===== src/rtl/pe_top_strait.sv =====
// Systolic-array processing element: registers and forwards activation/weight,
// accumulates A*W + P_in, and turns the partial-sum register into a scan flop.
module pe_top_strait #(
  parameter int DATA_W = 32
) (
  input  logic              clk,
  input  logic              rst,
  input  logic              scan_en,
  input  logic [DATA_W-1:0] A,
  input  logic [DATA_W-1:0] W,
  input  logic [DATA_W-1:0] P_in,
  output logic [DATA_W-1:0] P_out,
  output logic [DATA_W-1:0] A_out,
  output logic [DATA_W-1:0] W_out
);

  logic [DATA_W-1:0] a_p0;
  logic [DATA_W-1:0] w_p0;
  logic [DATA_W-1:0] psum_p1;
  logic [DATA_W-1:0] mac_nxt;
  logic [DATA_W-1:0] psum_nxt;

  // Unsigned multiply-add that wraps modulo 2^DATA_W: only the low product bits matter.
  function automatic logic [DATA_W-1:0] mac_wrap(
    input logic [DATA_W-1:0] a,
    input logic [DATA_W-1:0] w,
    input logic [DATA_W-1:0] p
  );
    logic [DATA_W-1:0] prod;
    prod = a * w;
    return prod + p;
  endfunction

  // Stage p0: operand registers, forwarded east/south regardless of mode
  always_ff @(posedge clk) begin
    if (rst) begin
      a_p0 <= '0;
      w_p0 <= '0;
    end else begin
      a_p0 <= A;
      w_p0 <= W;
    end
  end

  always_comb begin
    mac_nxt  = mac_wrap(a_p0, w_p0, P_in);
    psum_nxt = scan_en ? P_in : mac_nxt;
  end

  // Stage p1: partial-sum register, doubles as a scan flop when scan_en is high
  always_ff @(posedge clk) begin
    if (rst) psum_p1 <= '0;
    else     psum_p1 <= psum_nxt;
  end

  assign A_out = a_p0;
  assign W_out = w_p0;
  assign P_out = psum_p1;

endmodule


===== config.mk =====
export PLATFORM = sky130hd
export DESIGN_NAME = pe_top_strait
export DESIGN_NICKNAME = d
export VERILOG_FILES = /design/src/rtl/pe_top_strait.sv
export SDC_FILE = /design/constraint.sdc
export NUM_CORES = 1
export LEC_CHECK = 0
export ABC_AREA = 1
export BUFFER_PORTS_ARGS = -buffer_cell sky130_fd_sc_hd__buf_2
export CORE_MARGIN = 4
export CORE_UTILIZATION = 47
export CTS_BUF_LIST = sky130_fd_sc_hd__clkbuf_2
export DETAILED_ROUTE_END_ITERATION = 7
export MAX_ROUTING_LAYER = met4
export PLACE_DENSITY = 0.63
export SLEW_MARGIN = 20
export SYNTH_ARGS = -nofsm -noshare
export SYNTH_HDL_FRONTEND = slang
export SYNTH_SLANG_ARGS = --single-unit

===== constraint.sdc =====
create_clock -name clk -period 9.8 [get_ports clk]
set_input_delay 1.96 -clock clk [delete_from_list [all_inputs] [get_ports clk]]
set_output_delay 1.96 -clock clk [all_outputs]
set_load 0.03 [all_outputs]

==> flow_metrics.env <==
export IMPL_path_common_cell="inv_1"
export IMPL_status="finished clean"
export IMPL_first_pass_iters=5
export IMPL_yosysUniqueCellTypes=36
export IMPL_yosysSeqAreaShare=0.0926
export IMPL_async_reset_ff_frac=0
export IMPL_track_usage=0.255
export IMPL_start_util=0.479
export IMPL_slew_limit_headroom=0.320
export IMPL_grt_ovfl_total=0
export IMPL_drc=0
export IMPL_p_leak_nw=14.4
export IMPL_final_max_slew_viol_count=0
export IMPL_path_delay_family="adder cells"
export IMPL_mostFrequentLayoutCells="957 x inv_1, 692 x nand2_1, 438 x fa_1"
export IMPL_worstHoldStart="A_out[0]"
export IMPL_die_h_um=218
export IMPL_clockRootBuffer="clkbuf_2"
export IMPL_fin_nets=3542
export IMPL_r2r_start="W_out[2]"
export IMPL_synth_top_area_cell="fa_1"
export IMPL_timing_rr_end="P_out[26]"
export IMPL_fp_dieW_um=218
export IMPL_synth_simple_area_share=0.165
export IMPL_ff2ff_setup_slack_ps=2360
export IMPL_finalHoldViolCount=0
export IMPL_io_buffer_count=194
export IMPL_peakVddDrop_uv=289
export IMPL_crit_path_top_delay_cell="dfxtp_1"
export IMPL_hold_depth=6
export IMPL_rsz0062_at_grt="false"
export IMPL_cts_resized_gates=0
export IMPL_drt_initial_drc_count=1007
export IMPL_cts_setup_buffers=0
export IMPL_drt_antenna_violating_nets=0
export IMPL_synth_area_leaders="fa_1 42%, inv_1 17%, nand2_1 13%"
export IMPL_synth_adder_area_share=0.497
export IMPL_avgSynthCellArea_um2=7.50
export IMPL_muxShareOfSynthArea=0
export IMPL_fin_area_mm2=0.0223
export IMPL_synth_top_area_share=0.422
export IMPL_place_area_mm2=0.0222
export IMPL_cts_made_buffers=9
export IMPL_period_share=0.759
export IMPL_hp_class="register to register"
export IMPL_die_area_mm2=0.0476
export IMPL_holdPathEnd="P_out[0]"
export IMPL_rr_worst_depth=29
export IMPL_fin_ws_ps=2360
export IMPL_dp_slack_ps=1610
export IMPL_critPathMaxFanout=17
export IMPL_critPathKind="register to register"
export IMPL_synthCells=2770
export IMPL_core_mm2=0.0434
export IMPL_skew_ps=51.4
export IMPL_tns_ps=0
export IMPL_post_drt_wl_per_cell_um=16.3
export IMPL_layout_commonest_cell="inv_1"
export IMPL_cts_buffer_depth=2
export IMPL_ys_flop_type="dfxtp_1"
export IMPL_routabilityCongestion=0.944
export IMPL_ys_warn_count=0
export IMPL_cts_hold_buf=0
export IMPL_fmaxAchievable_mhz=134
export IMPL_critical_path_arrival_ps=8200
export IMPL_netlist_area_mm2=0.0208
export IMPL_cp_required_ps=10560
export IMPL_clock_sinks=96
export IMPL_dp_hpwl_mm=46.7
export IMPL_max_stage_delay_ps=850
export IMPL_synth_compound_area_frac=0.0324
export IMPL_post_route_min_period_ps=7440
export IMPL_drive_gt1_frac=0.0867
export IMPL_grt_pass1_vias=17369
export IMPL_syn_num_nets=3431
export IMPL_nFillCells=4254
export IMPL_cp_end_kind="register"
export IMPL_cap_violations=0
export IMPL_synth_top_family_by_area="adder cells"
export IMPL_clkTransAtPathRegs_ps=290
export IMPL_crit_buf_inv=10
export IMPL_synthToLayoutAreaGrowth_pct=7.21
export IMPL_wl_mm=56.7
export IMPL_grt_max_degree=77
export IMPL_p_per_area_mw_per_mm2=183
export IMPL_postLayoutCoreUtil=0.513
export IMPL_htree_levels=3
export IMPL_vias=16582
export IMPL_clock_latency_ps=800
export IMPL_ys_ff_latch=96
export IMPL_io_pins=195
export IMPL_max_slew_worst_pin_slew_ps=1020
export IMPL_synth_edf_count=0
export IMPL_grt_pass1_wl_mm=92.3
export IMPL_vias_per_cell=4.78
export IMPL_core_rowCount=76
export IMPL_cts_tree="built"
export IMPL_synth_xor_area_share=0.0151
export IMPL_report_final_setup_viol=0
export IMPL_antenna_found_initial=2
export IMPL_cp_start_kind="register"
-- tightest hold or removal path, stage by stage, from the launching register on --
cell     delay, ps
dfxtp_1        390
buf_4          250
nand2_1         80
inv_1           60
ha_1           100
o21ai_0         60
nor2_1          70
-- state kept, by name, indices dropped and copies added (netlist names) --
name / count
W_out: 32
P_out: 32
A_out: 32
-- power breakdown --
part | internal (mW) | switching [mW]
sequential | 0.453 | 0.0697
clock | 0.0333 | 0.159
combinational | 1.23 | 2.13
total | 1.71 | 2.36
-- area by class of cell --
| class | count | area (um^2) | area share |
|---|---|---|---|
| multi-input combinational | 1592 | 14700 | 0.661 |
| inverter | 958 | 3600 | 0.162 |
| sequential | 96 | 1920 | 0.0864 |
| timing repair buffer | 224 | 1200 | 0.0537 |
| tap | 585 | 732 | 0.0329 |
| clock buffer | 10 | 50.0 | 0.00225 |
| clock inverter | 5 | 33.8 | 0.00152 |
| antenna | 2 | 5.00 | 0.000225 |
-- metal layers --
layer / global-route usage / wire length, um
met5: - / 0
met4: 0.0706 / 1450
met3: 0.0291 / 2930
met2: 0.420 / 27800
met1: 0.339 / 24600
-- worst max path at each step --
| stage | cells past startpoint | slack (ps) | start | end |
|---|---|---|---|---|
| 2_1_floorplan | 26 | 2170 | P_in[18] | P_out[26] |
| 3_3_place_gp | 27 | 1660 | P_in[18] | P_out[26] |
| 3_5_place_dp | 27 | 1610 | P_in[18] | P_out[26] |
| 4_1_cts | 29 | 2370 | W_out[2] | P_out[26] |
| 5_1_grt | 29 | 1880 | W_out[2] | P_out[26] |
| 6_report | 29 | 2360 | W_out[2] | P_out[26] |
-- stage by stage --
stage               power, mW  hold WS, ps  std cells
global route             4.57         1160       3472
global placement         3.83         1010       3455
floorplan                3.00         1210       2770
finish                   4.07          992       3472
CTS                      4.09         1010       3470
detailed placement       3.86         1010       3455
-- cell families (layout without fill, tap and decap cells) --
group / Yosys count / count (layout)
buffers and inverters: 1082 / 1197
AND/OR/NAND/NOR: 876 / 876
adder cells (fa/ha/maj): 562 / 562
AO/OA/AOI/OAI: 119 / 119
flip-flops: 96 / 96
XOR/XNOR: 35 / 35
other: 0 / 2
-- cell usage after synthesis, drive strengths merged, types with 15 or more instances --
cell type	instances
a21oi	52
buf	39
clkbuf	85
dfxtp	96
fa	438
ha	124
inv	958
nand2	695
nand3	49
nor2	111
o21ai	45
xnor2	15
xor2	20
Power figures use the tool's default switching activity.
